## config.mk

```make
export PLATFORM = sky130hd
export DESIGN_NAME = inst_loader_flat
export DESIGN_NICKNAME = d
export VERILOG_FILES = /design/src/rtl/inst_loader_if.sv /design/src/rtl/inst_loader.sv /design/src/flat_wrapper.sv
export SDC_FILE = /design/constraint.sdc
export NUM_CORES = 1
export LEC_CHECK = 0
export ABC_AREA = 1
export CORE_UTILIZATION = 39
export DETAILED_ROUTE_END_ITERATION = 8
export HOLD_SLACK_MARGIN = 0.1
export PLACE_DENSITY = 0.86
export SLEW_MARGIN = 5
export SYNTH_ARGS = -nofsm -noshare
export SYNTH_HDL_FRONTEND = slang
export SYNTH_SLANG_ARGS = --single-unit
```

## constraint.sdc

```tcl
create_clock -name Clk -period 1.5 [get_ports Clk]
set_input_delay 0.3 -clock Clk [delete_from_list [all_inputs] [get_ports Clk]]
set_output_delay 0.3 -clock Clk [all_outputs]
set_load 0.1 [all_outputs]
```

## src/rtl/inst_loader_if.sv

```systemverilog
// Field-set stream into the instruction loader.
// Master drives decoded fields; slave returns In_Ready.
interface inst_loader_if #(
  parameter int OPCODE_WIDTH = 3,
  parameter int ADDR_WIDTH   = 6
);
  logic                    In_Valid;
  logic                    In_Ready;
  logic                    In_Last;
  logic [OPCODE_WIDTH-1:0] Opcode;
  logic [ADDR_WIDTH-1:0]   Source_Reg1;
  logic [ADDR_WIDTH-1:0]   Source_Reg2;
  logic [ADDR_WIDTH-1:0]   Dest_Reg;

  modport master (
    output In_Valid, In_Last, Opcode,
    output Source_Reg1, Source_Reg2, Dest_Reg,
    input  In_Ready
  );

  modport slave (
    input  In_Valid, In_Last, Opcode,
    input  Source_Reg1, Source_Reg2, Dest_Reg,
    output In_Ready
  );
endinterface

```

## src/rtl/inst_loader.sv

```systemverilog
// Packs field sets into words and fills instruction RAM from address 0.
// Define INST_LOADER_VERIFY_EN to add a read-back check of every word.
module inst_loader #(
  parameter int INST_WIDTH     = 21,
  parameter int OPCODE_WIDTH   = 3,
  parameter int ADDR_WIDTH     = 6,
  parameter int RAM_ADDR_WIDTH = 6,
  parameter int MEM_DEPTH      = 64
) (
  input  logic                    Clk,
  input  logic                    Reset,
  input  logic                    Start,
  inst_loader_if.slave            in_bus,
  output logic                    Ram_Wr_En,
  output logic                    Ram_Rd_En,
  output logic [RAM_ADDR_WIDTH-1:0] Ram_Addr,
  output logic [INST_WIDTH-1:0]   Ram_Inst_In,
  input  logic [INST_WIDTH-1:0]   Ram_Inst_Out,
  output logic [RAM_ADDR_WIDTH:0] Count,
  output logic                    Busy,
  output logic                    Done,
  output logic                    Full,
  output logic                    Verify_Err
);

  localparam logic [RAM_ADDR_WIDTH:0] DEPTH_C =
    (RAM_ADDR_WIDTH+1)'(MEM_DEPTH);

`ifdef INST_LOADER_VERIFY_EN
  typedef enum logic [2:0] {
    IDLE, ACCEPT, WRITE, VRD, VCMP, DONE
  } state_t;
`else
  typedef enum logic [2:0] {
    IDLE, ACCEPT, WRITE, DONE
  } state_t;
`endif

  state_t state, state_nx;

  logic last_q;
  logic accept;
  logic advance;
  logic session_clr;
  logic mismatch;
  logic cnt_hit;

  assign cnt_hit = (Count + 1'b1) == DEPTH_C;

  always_ff @(posedge Clk or posedge Reset) begin
    if (Reset) state <= IDLE;
    else       state <= state_nx;
  end

  always_comb begin
    state_nx    = state;
    accept      = 1'b0;
    advance     = 1'b0;
    session_clr = 1'b0;
    mismatch    = 1'b0;
    case (state)
      IDLE, DONE: begin
        if (Start) begin
          session_clr = 1'b1;
          state_nx    = ACCEPT;
        end
      end
      ACCEPT: begin
        if (in_bus.In_Valid) begin
          accept   = 1'b1;
          state_nx = WRITE;
        end
      end
`ifdef INST_LOADER_VERIFY_EN
      WRITE: state_nx = VRD;
      VRD:   state_nx = VCMP;
      VCMP: begin
        advance  = 1'b1;
        mismatch = Ram_Inst_Out != Ram_Inst_In;
      end
`else
      WRITE: advance = 1'b1;
`endif
      default: state_nx = IDLE;
    endcase
    // The final word or a full RAM ends the session.
    if (advance)
      state_nx = (last_q || cnt_hit) ? DONE : ACCEPT;
  end

  always_ff @(posedge Clk or posedge Reset) begin
    if (Reset) begin
      Count       <= '0;
      Full        <= 1'b0;
      last_q      <= 1'b0;
      Ram_Addr    <= '0;
      Ram_Inst_In <= '0;
    end else begin
      if (session_clr) begin
        Count <= '0;
        Full  <= 1'b0;
      end
      if (accept) begin
        Ram_Inst_In <= {in_bus.Opcode, in_bus.Source_Reg1,
                        in_bus.Source_Reg2, in_bus.Dest_Reg};
        Ram_Addr    <= Count[RAM_ADDR_WIDTH-1:0];
        last_q      <= in_bus.In_Last;
      end
      if (advance) begin
        Count <= Count + 1'b1;
        Full  <= cnt_hit;
      end
    end
  end

`ifdef INST_LOADER_VERIFY_EN
  always_ff @(posedge Clk or posedge Reset) begin
    if (Reset)            Verify_Err <= 1'b0;
    else if (session_clr) Verify_Err <= 1'b0;
    else if (mismatch)    Verify_Err <= 1'b1;
  end

  assign Ram_Rd_En = state == VRD;
`else
  logic unused_rd;
  assign unused_rd  = ^{Ram_Inst_Out, mismatch};
  assign Verify_Err = 1'b0;
  assign Ram_Rd_En  = 1'b0;
`endif

  assign in_bus.In_Ready = state == ACCEPT;
  assign Ram_Wr_En       = state == WRITE;
  assign Done            = state == DONE;
  assign Busy            = state != IDLE && state != DONE;

endmodule

```

## src/flat_wrapper.sv

```systemverilog
// flat-port wrapper written by rule: the top's interface ports become plain ports
module inst_loader_flat 
#(
  parameter int INST_WIDTH     = 21,
  parameter int OPCODE_WIDTH   = 3,
  parameter int ADDR_WIDTH     = 6,
  parameter int RAM_ADDR_WIDTH = 6,
  parameter int MEM_DEPTH      = 64
)
  (Clk, Reset, Start, Ram_Wr_En, Ram_Rd_En, Ram_Addr, Ram_Inst_In, Ram_Inst_Out, Count, Busy, Done, Full, Verify_Err, in_bus_In_Valid, in_bus_In_Last, in_bus_Opcode, in_bus_Source_Reg1, in_bus_Source_Reg2, in_bus_Dest_Reg, in_bus_In_Ready);
  inst_loader_if #(.OPCODE_WIDTH(OPCODE_WIDTH), .ADDR_WIDTH(ADDR_WIDTH)) in_bus_i ();
  input  logic Clk;
  input  logic Reset;
  input  logic Start;
  output logic Ram_Wr_En;
  output logic Ram_Rd_En;
  output logic [RAM_ADDR_WIDTH-1:0] Ram_Addr;
  output logic [INST_WIDTH-1:0] Ram_Inst_In;
  input  logic [INST_WIDTH-1:0] Ram_Inst_Out;
  output logic [RAM_ADDR_WIDTH:0] Count;
  output logic Busy;
  output logic Done;
  output logic Full;
  output logic Verify_Err;
  input wire logic [$bits(in_bus_i.In_Valid)-1:0] in_bus_In_Valid;
  input wire logic [$bits(in_bus_i.In_Last)-1:0] in_bus_In_Last;
  input wire logic [$bits(in_bus_i.Opcode)-1:0] in_bus_Opcode;
  input wire logic [$bits(in_bus_i.Source_Reg1)-1:0] in_bus_Source_Reg1;
  input wire logic [$bits(in_bus_i.Source_Reg2)-1:0] in_bus_Source_Reg2;
  input wire logic [$bits(in_bus_i.Dest_Reg)-1:0] in_bus_Dest_Reg;
  output wire logic [$bits(in_bus_i.In_Ready)-1:0] in_bus_In_Ready;
  assign in_bus_i.In_Valid = in_bus_In_Valid;
  assign in_bus_i.In_Last = in_bus_In_Last;
  assign in_bus_i.Opcode = in_bus_Opcode;
  assign in_bus_i.Source_Reg1 = in_bus_Source_Reg1;
  assign in_bus_i.Source_Reg2 = in_bus_Source_Reg2;
  assign in_bus_i.Dest_Reg = in_bus_Dest_Reg;
  assign in_bus_In_Ready = in_bus_i.In_Ready;
  inst_loader #(.INST_WIDTH(INST_WIDTH), .OPCODE_WIDTH(OPCODE_WIDTH), .ADDR_WIDTH(ADDR_WIDTH), .RAM_ADDR_WIDTH(RAM_ADDR_WIDTH), .MEM_DEPTH(MEM_DEPTH)) u_core (.Clk(Clk), .Reset(Reset), .Start(Start), .in_bus(in_bus_i), .Ram_Wr_En(Ram_Wr_En), .Ram_Rd_En(Ram_Rd_En), .Ram_Addr(Ram_Addr), .Ram_Inst_In(Ram_Inst_In), .Ram_Inst_Out(Ram_Inst_Out), .Count(Count), .Busy(Busy), .Done(Done), .Full(Full), .Verify_Err(Verify_Err));
endmodule
```

==> summary.md <==
| Metric | Value |
|---|---|
| First-pass GRT wire length | `6.768 mm` |
| Share of the synthesized area in the top cell type | `0.5706` |
| Commonest non-fill, non-tap cell in the layout | `buf_12` |
| Clock-pin transition on the worst setup and hold timing paths | `approximately 0.08 ns` |
| Synth top area cells | `dfrtp_1 57%, mux2_1 11%, nand2_1 5.0%` |
| Clock Path Buffers | `2` |
| Worst path top cell family by delay | `flip-flops` |
| Area leader, netlist | `dfrtp_1` |
| Slew Limit Fails | `0` |
| Crit-path max cell delay | `0.45 ns` |
| Design area | `3045 um2` |
| Area grow syn2layout | `82.73%` |
| Initial Utilization | `0.4107` |
| Worst clock skew | `0.01348 ns` |
| Tmin final | `approximately 1.7 ns` |
| Die width | `between 60 and 70 um` |
| Critical Path AT | `around 1.4 ns` |
| Worst setup path category | `register to output port` |
| Sequential element share of the synthesized area | `0.5706` |
| Routed length per instance | `roughly 15 um` |
| Number of global-route vias before repair | `1,443` |
| Initial antenna violation count | `0` |
| # setup viols final | `5` |
| Total GRT Usage | `0.2097` |
| Syn Inst Count | `147` |
| Final core occ | `0.7505` |
| H-tree Lvls | `2` |
| Slowest CP cell | `dfrtp_2` |
| Root buf cell | `clkbuf_8` |
| Drt via density | `4.892` |
| Cell area after synthesis | `approximately 1700 um2` |
| ANT cells | `0` |
| Netlist cell types | `22` |
| Critical Path Sink Type | `output port` |
| CTS tree | `done` |
| Cts bufs inserted | `5` |
| Fillers | `~250` |
| Failing checks | `negative setup slack` |
| DR vias | `around 1.4k` |
| Clock Latency Late Sink | `approximately 0.3 ns` |
| RSZ-0062 raised after global routing | `yes` |
| I/O Pins | `88` |
| Post-route ant nets | `0` |
| FP Rows | `23` |
| CP Cell Sequence | `ha_4, clkinvlp_4, buf_12` |
| CP Buf/Inv Count | `2` |
| Worst-path fanout max | `3` |
| F_max | `606.0 MHz` |
| FF+latch count, synth | `38` |
| Clock sink count | `38` |
| WP data required | `1.20 ns` |
| Die height | `67.37 um` |
| DRC | `0` |
| Worst Slack Setup Final | `-0.1501 ns` |
| # nets final | `279` |
| Final hold vios | `0` |
| Worst hold path type | `input port to async pin` |
| DRT iter0 DRCs | `48` |
| CP startpoint kind | `register` |
| Largest net degree at the start of global routing | `25` |
| Number of max-cap violations | `0` |
| Fin crit share | `1.100` |
| DP Worst Slack | `-0.09526 ns` |
| Die Area | `4539 um2` |
| Outcome | `finished, violations left` |
| Synthesis Warnings | `0` |
| RePlAce Congestion | `between 0.8 and 0.9` |
| Layout cells sized above 1 | `0.4211` |
| Mean post-synth cell area | `11.34 um2` |
| Routed WL | `4.147 mm` |
| Most frequent cells in the layout | `40 x buf_12, 30 x dfrtp_1, 25 x clkdlybuf4s50_1` |
| Reg2reg setup slack | `-0.09 ns` |
| Post-Place Cell Area | `approximately 2800 um2` |
| GRT overflow | `0` |
| Port Buffers | `64` |
| CORE AREA | `4058 um2` |
| Dpl hpwl | `2.992 mm` |
| Drt first pass iters | `4` |
## worst reg2reg max path, stage by stage (launching register included)
cell	delay, ns
dfrtp_2	0.45
ha_4	0.30
clkinvlp_4	0.12
buf_4	0.17
o22ai_4	0.18
nand2_2	0.11
nor2_2	0.11
a21oi_1	0.05
## cells by family after synthesis
| logic type | Yosys count | synth area share |
|---|---|---|
| compound gates | 23 | 0.07808 |
| fa+ha+maj | 5 | 0.03754 |
| buf+inv | 21 | 0.06155 |
| flops | 38 | 0.5706 |
| mux | 22 | 0.1486 |
| other cells | 1 | 0.002250 |
| simple gates | 37 | 0.1014 |
## state kept, by name (all words and copies together), names as in the netlist
signal and count:
u_core.state 2, u_core.Count 7, u_core.last_q 1, u_core.Full 1
u_core.Ram_Addr 6, u_core.Ram_Inst_In 21
## layer usage
layer / GRT usage / wire length (um) / vias up
met2: 0.3813 / 2242 / 55
met3: 0.07095 / 236 / 7
li1: - / - / 642
met1: 0.2310 / 1600 / 656
met4: 0.05585 / 67 / 0
met5: 0 / 0 / -
## layout make-up
cell class,instances,area (um2),area share
inverter,15,60.06,0.01972
clock buffer,6,82.58,0.02712
tap,50,62.56,0.02054
timing repair buffer,78,1156,0.3796
multi-input combinational,89,705.7,0.2317
sequential,38,965.9,0.3172
clock inverter,2,12.51,0.004108
## through the flow
step,std cells,hold WS (ns),TNS [ns]
after floorplan,148,0.4317,-2.020
after global placement,263,0.4982,-1.097
after detailed placement,263,0.5091,-2.031
after CTS,276,0.3340,-0.5107
after global routing,278,0.3333,-0.6547
final,278,0.3298,-0.4587
## path summary, 6_finish.rpt
kind | from | endpoint | cells after the start
min | Reset | u_core.Ram_Inst_In[13] | 3
max | u_core.state[1] | Busy | 3
max in group asynchronous | Reset | u_core.Count[1] | 3
min in group Clk | u_core.last_q | u_core.last_q | 2
min reg2reg | u_core.last_q | u_core.last_q | 2
max reg2reg | u_core.state[1] | u_core.state[0] | 7
## cells in the mapped netlist (all sizes together)
| library cell | instances |
|---|---|
| dfrtp | 38 |
| nand2 | 24 |
| mux2 | 22 |
| inv | 15 |
| o21ai | 13 |
| nor2 | 8 |
| a21oi | 7 |
| buf | 5 |
| ha | 5 |
| nand3 | 4 |
| o22ai | 3 |
| clkbuf | 1 |
| conb | 1 |
| nand4 | 1 |
## timing repair
item,in CTS,in global routing
buffers inserted,5,2
hold buffers,0,0
gates cloned,0,0
pin swaps,5,2
endpoints found under the setup margin,9,33
gates resized for setup,5,7
endpoints found under the hold margin,0,0
Power is left out: the tool's default activity adds up to more than one toggle a clock period on the data nets, which glitch-free logic cannot reach.
